==> config.mk <==
export PLATFORM = sky130hd
export DESIGN_NAME = gate_chain_tester_flat
export DESIGN_NICKNAME = d
export VERILOG_FILES = /design/src/rtl/gate_chain_tester_if.sv /design/src/rtl/gate_chain_tester.sv /design/src/flat_wrapper.sv
export SDC_FILE = /design/constraint.sdc
export NUM_CORES = 1
export LEC_CHECK = 0
export CAP_MARGIN = 20
export CELL_PAD_IN_SITES_DETAIL_PLACEMENT = 1
export CELL_PAD_IN_SITES_GLOBAL_PLACEMENT = 2
export CORE_MARGIN = 1
export CORE_UTILIZATION = 32
export CTS_CLUSTER_DIAMETER = 30
export DETAILED_ROUTE_END_ITERATION = 7
export GPL_ROUTABILITY_DRIVEN = 0
export GPL_TIMING_DRIVEN = 0
export HOLD_SLACK_MARGIN = 0.06
export PLACE_DENSITY = 0.92
export SYNTH_ARGS = -nofsm -noshare
export SYNTH_HDL_FRONTEND = slang
export SYNTH_SLANG_ARGS = --single-unit
==> constraint.sdc <==
create_clock -name clk -period 3.99 [get_ports clk]
set_input_delay 0.798 -clock clk [delete_from_list [all_inputs] [get_ports clk]]
set_output_delay 0.798 -clock clk [all_outputs]
set_load 0.01 [all_outputs]
==> src/rtl/gate_chain_tester_if.sv <==
// gate_chain_tester_if: stimulus/response bundle between the tester and the gate chain
interface gate_chain_tester_if;
  logic dut_a, dut_b, dut_c, dut_d, dut_e, dut_f, dut_g;
  modport master(output dut_a, dut_b, dut_c, dut_d, input dut_e, dut_f, dut_g);
  modport slave(input dut_a, dut_b, dut_c, dut_d, output dut_e, dut_f, dut_g);
endinterface

==> src/rtl/gate_chain_tester.sv <==
// gate_chain_tester: built-in self-test that sweeps all 16 vectors through the gate chain
module gate_chain_tester #(
  parameter int SETTLE_CYCLES = 2,
  parameter int ERR_W = 5
) (
  input  logic                 clk,
  input  logic                 rst,
  input  logic                 start,
  gate_chain_tester_if.master  chain,
  output logic                 busy,
  output logic                 done,
  output logic                 pass,
  output logic [ERR_W-1:0]     err_count,
  output logic [3:0]           first_fail_vec,
  output logic                 first_fail_valid
);
  localparam int CW = SETTLE_CYCLES > 1 ? $clog2(SETTLE_CYCLES) : 1;
  typedef enum logic [1:0] {IDLE, SETTLE, CHECK, DONE} state_t;
  state_t state_q, state_d;
  logic [3:0] vec_q, vec_d, stim_q, stim_d, ffv_q, ffv_d;
  logic [CW-1:0] cnt_q, cnt_d;
  logic [ERR_W-1:0] err_q, err_d;
  logic ffval_q, ffval_d, gold_e, gold_f, gold_g, mism;
  assign gold_e = ~(vec_q[3] & vec_q[2]);
  assign gold_f = ~(gold_e & vec_q[1]);
  assign gold_g = ~gold_f & vec_q[0];
  assign mism = {chain.dut_e, chain.dut_f, chain.dut_g} != {gold_e, gold_f, gold_g};
  always_comb begin
    state_d = state_q;
    vec_d = vec_q;
    cnt_d = cnt_q;
    err_d = err_q;
    ffv_d = ffv_q;
    ffval_d = ffval_q;
    case (state_q)
      IDLE, DONE: if (start) begin
        state_d = SETTLE;
        vec_d = '0;
        cnt_d = '0;
        err_d = '0;
        ffv_d = '0;
        ffval_d = 1'b0;
      end
      SETTLE: begin
        cnt_d = cnt_q + 1'b1;
        if (cnt_q == CW'(SETTLE_CYCLES - 1)) state_d = CHECK;
      end
      CHECK: begin
        if (mism) begin
          err_d = &err_q ? err_q : err_q + 1'b1;
          if (!ffval_q) begin
            ffv_d = vec_q;
            ffval_d = 1'b1;
          end
        end
        state_d = &vec_q ? DONE : SETTLE;
        vec_d = &vec_q ? vec_q : vec_q + 1'b1;
        cnt_d = '0;
      end
      default: state_d = IDLE;
    endcase
    // stimulus register tracks the next vector so the chain sees it on entry to SETTLE
    stim_d = state_d == IDLE ? 4'd0 : vec_d;
  end
  always_ff @(posedge clk) begin
    if (rst) begin
      state_q <= IDLE;
      vec_q <= '0;
      stim_q <= '0;
      cnt_q <= '0;
      err_q <= '0;
      ffv_q <= '0;
      ffval_q <= 1'b0;
    end else begin
      state_q <= state_d;
      vec_q <= vec_d;
      stim_q <= stim_d;
      cnt_q <= cnt_d;
      err_q <= err_d;
      ffv_q <= ffv_d;
      ffval_q <= ffval_d;
    end
  end
  assign chain.dut_a = stim_q[3];
  assign chain.dut_b = stim_q[2];
  assign chain.dut_c = stim_q[1];
  assign chain.dut_d = stim_q[0];
  assign busy = state_q == SETTLE || state_q == CHECK;
  assign done = state_q == DONE;
  assign pass = done && err_q == '0;
  assign err_count = err_q;
  assign first_fail_vec = ffv_q;
  assign first_fail_valid = ffval_q;
endmodule
==> src/flat_wrapper.sv <==
// flat-port wrapper written by rule: the top's interface ports become plain ports
module gate_chain_tester_flat 
#(
  parameter int SETTLE_CYCLES = 2,
  parameter int ERR_W = 5
)
  (clk, rst, start, busy, done, pass, err_count, first_fail_vec, first_fail_valid, chain_dut_a, chain_dut_b, chain_dut_c, chain_dut_d, chain_dut_e, chain_dut_f, chain_dut_g);
  gate_chain_tester_if chain_i ();
  input  logic clk;
  input  logic rst;
  input  logic start;
  output logic busy;
  output logic done;
  output logic pass;
  output logic [ERR_W-1:0] err_count;
  output logic [3:0] first_fail_vec;
  output logic first_fail_valid;
  output wire logic [$bits(chain_i.dut_a)-1:0] chain_dut_a;
  output wire logic [$bits(chain_i.dut_b)-1:0] chain_dut_b;
  output wire logic [$bits(chain_i.dut_c)-1:0] chain_dut_c;
  output wire logic [$bits(chain_i.dut_d)-1:0] chain_dut_d;
  input wire logic [$bits(chain_i.dut_e)-1:0] chain_dut_e;
  input wire logic [$bits(chain_i.dut_f)-1:0] chain_dut_f;
  input wire logic [$bits(chain_i.dut_g)-1:0] chain_dut_g;
  assign chain_dut_a = chain_i.dut_a;
  assign chain_dut_b = chain_i.dut_b;
  assign chain_dut_c = chain_i.dut_c;
  assign chain_dut_d = chain_i.dut_d;
  assign chain_i.dut_e = chain_dut_e;
  assign chain_i.dut_f = chain_dut_f;
  assign chain_i.dut_g = chain_dut_g;
  gate_chain_tester #(.SETTLE_CYCLES(SETTLE_CYCLES), .ERR_W(ERR_W)) u_core (.clk(clk), .rst(rst), .start(start), .chain(chain_i), .busy(busy), .done(done), .pass(pass), .err_count(err_count), .first_fail_vec(first_fail_vec), .first_fail_valid(first_fail_valid));
endmodule
==> impl_results.rst <==
.. list-table::
   :header-rows: 1

   * - Metric
     - Value
   * - Slew Limit Fails
     - 0
   * - Post-route clock skew
     - 4.33 ps
   * - Chip Width
     - 62.7 µm
   * - Max-cap violation count
     - 0
   * - Maximum number of pins on one net before global-route repair
     - 13
   * - Average routed wire per standard cell
     - 16.0 µm
   * - CP Capture Type
     - output pin
   * - Core utilization of the finished layout
     - 43.3%
   * - Post-CTS repair timing setup buffer count
     - 0
   * - DR pass1 iterations
     - 4
   * - Required arrival time at the worst endpoint
     - 3190 ps
   * - Total negative slack
     - 0 ps
   * - Die extent in y
     - 62.7 µm
   * - Wire length of the first global-routing pass
     - 5640 µm
   * - Core region area
     - 3440 µm²
   * - Power per unit of standard cell area
     - 279 nW/µm²
   * - Top cell type by total area after synthesis
     - dfxtp_1
   * - Drt first-iter violations
     - 40
   * - I/O pin cnt
     - 23
   * - Post-Synthesis Net Count
     - 149
   * - Post-synthesis instance area
     - 1180 µm²
   * - Highest clock frequency the design can meet
     - 394 MHz
   * - Fraction of final layout cells sized beyond drive strength 1
     - 8.07%
   * - Aggregate routed wire length
     - 3320 µm
   * - Number of synthesis warnings
     - 0
   * - Count of inserted antenna diode cells
     - 0
   * - Maximum VDD drop
     - 123 µV
   * - Number of standard-cell rows in the floorplan
     - 21
   * - Final critical delay including setup and external delays
     - 2540 ps
   * - Crit Path Category
     - flop to output pin
   * - Number of vias after detailed routing
     - 1139
   * - Remaining global-route overflow
     - 0
   * - Die ar.
     - 3930 µm²
   * - Effective utilization at floorplan
     - 34.2%
   * - Number of global-route vias before repair
     - 1158
   * - Number of enable-type register cells in the synthesized netlist
     - 0
   * - Via density per instance
     - 5.50
   * - Largest fanout of any net on the critical path
     - 6
   * - Hold Fails Final Rpt
     - 0
   * - Unrepaired setup endpoints after global routing
     - no
   * - Share of async-settable or async-resettable flops after synthesis
     - 0%
   * - Predominant post-synthesis flop cell
     - dfxtp_1
   * - DP Wirelength
     - 2420 µm
   * - Leakage power total
     - 0.530 nW
   * - Sequential-to-total area share from yosys stat
     - 35.7%
   * - Net count, final
     - 175
   * - Cell types occupying the most area after synthesis
     - dfxtp_1 (36%), ha_1 (7.4%), nor2_1 (4.8%), nand4_1 (3.7%), a21oi_1 (3.4%)
   * - Routed length on met2
     - 1630 µm
   * - Highest metal layer with signal wires
     - met4
   * - PortBufs
     - 21
   * - Number of design rule violations left after detail routing
     - 0
   * - Critical path launch point type
     - flop
   * - Clock Path Buffers
     - 2
   * - Met3 wirelength from detailed routing
     - 108 µm
   * - Clock root buffer
     - clkbuf_8
   * - Mean area per synthesized cell
     - 8.66 µm²
   * - Antenna violations before repair
     - 0
   * - Gate count of the mapped netlist
     - 136
   * - Clock latency at the later pin of the worst-skew pair
     - 270 ps
   * - Total CTS buffers
     - 3
   * - Worst min-delay path class
     - flop to flop
   * - Sinks on the clock net
     - 21
   * - Post-route ant nets
     - 0
   * - Signed area change from the synthesized netlist to the final layout
     - 26.7%
   * - Worst slew pin tran
     - 750 ps
   * - Register bit count reported by yosys
     - 21
   * - Worst hold slack after final layout
     - 523 ps
   * - CTS H-tree lvls
     - 1
   * - Post-CTS Hold Fix Bufs
     - 0
   * - Outcome
     - finished, final reports clean
   * - Part of the cycle the worst path needs
     - 63.7%
   * - Relative max-transition margin
     - 48.6%
   * - Number of distinct library cells after synthesis
     - 40
   * - Count of instances resized after the clock tree is built
     - 0
   * - Arrival time at the worst endpoint
     - 1740 ps
   * - CTS tree
     - built
   * - Wire length on met1
     - 1570 µm
   * - Share of the synthesized area in the top cell type
     - 35.7%
   * - GRT Util Overall
     - 18.2%
   * - Clock-pin slew of the registers on the worst-case setup and hold paths
     - 90 ps
   * - Total setup violations reported at the end of the flow
     - 0
## path summary, 6_finish.rpt
check / start / end / slack [ps] / cells past startpoint
worst max-delay path: u_core.state_q[0]$_SDFF_PP0_ / busy / 1450 / 4
worst min-delay path: u_core.err_count[0]$_SDFFE_PP0P_ / u_core.err_count[0]$_SDFFE_PP0P_ / 520 / 2
worst max register to register: u_core.state_q[0]$_SDFF_PP0_ / u_core.first_fail_vec[0]$_SDFFE_PP0P_ / 1790 / 6
worst min register to register: u_core.err_count[0]$_SDFFE_PP0P_ / u_core.err_count[0]$_SDFFE_PP0P_ / 520 / 2
## per-stage QoR
step / cells / power, mW / worst slack [ps] / instance area (µm²)
6_report: 207 / 0.416 / 1450 / 1490
5_1_grt: 207 / 0.433 / 1340 / 1490
4_1_cts: 207 / 0.415 / 1430 / 1490
3_5_place_dp: 203 / 0.273 / 1500 / 1450
3_3_place_gp: 203 / 0.271 / 1520 / 1450
2_1_floorplan: 136 / 0.254 / 2130 / 1180
## cell usage after synthesis (all sizes together), types with 2 or more instances
cell type and n:
a21o 2, nor2 15, a31oi 4, o32ai 2
inv 8, a21oi 9, ha 7, dfxtp 21
o21ai 9, nand2 4, clkbuf 5, nand2b 6
nor2b 5, and3 2, o31ai 2, a22oi 2
nand4 7, nand3 7
## flip-flops by register name (all words and copies together), names as in the netlist
signal	flops
u_core.state_q	2
u_core.first_fail_vec	4
u_core.vec_q	4
u_core.first_fail_valid	1
u_core.err_count	5
u_core.cnt_q	1
u_core.stim_q	4
## cells in the final DEF, fill, tap and decap left out, types with 2 or more instances in the layout
cell	Yosys	final
a21o_1	2	2
a21oi_1	8	8
a22oi_1	2	2
a31oi_1	4	4
and3_1	2	2
clkbuf_1	5	5
clkbuf_8	0	3
clkdlybuf4s50_1	0	21
dfxtp_1	21	21
ha_1	7	7
inv_1	8	8
nand2_1	3	3
nand2b_1	6	6
nand3_1	7	7
nand4_1	7	7
nor2_1	15	15
nor2b_1	5	5
o21ai_0	8	8
o31ai_1	2	2
o32ai_1	2	2
## worst max-delay path, cell delays in order, from the launching register on
cell	delay, ps
dfxtp_1	410
inv_1	70
ha_1	370
inv_1	90
clkdlybuf4s50_1	540
## kinds of logic (layout without fill, tap and decap cells)
kind of cell	count (synthesis)	after routing	synth area share, %
AOI/OAI and AO/OA	39	39	25.0
xor gates and xnor gates	1	1	1.38
adders and majority gates	7	7	7.44
buffers and inverters	13	38	4.14
DFF	21	21	35.7
muxes	2	2	1.81
and+or+nand+nor	53	53	24.5
## metal layers
layer	global-route usage, %	vias to the layer above
li1	-	552
met1	23.9	561
met5	0	-
met3	2.37	3
met2	30.6	23
met4	6.10	0
## area by class of cell
cell class              count  area, µm²
fillers                   417       1950
multi-input cells         102        708
inverters                   8       30.0
well taps                  46       57.6
plain buffers               5       18.8
flip-flops and latches     21        420
repair buffers             21        210
clock inverters             1       5.00
clock buffers               3       41.3
## where the power goes
group	switching (mW)	total (mW)	internal, mW	leakage (nW)
logic	0.0342	0.0538	0.0197	0.335
registers	0.00299	0.215	0.212	0.169
clock network	0.0778	0.148	0.0698	0.0255
total	0.115	0.416	0.301	0.530
No activity file was read; power rests on OpenSTA's default activity.
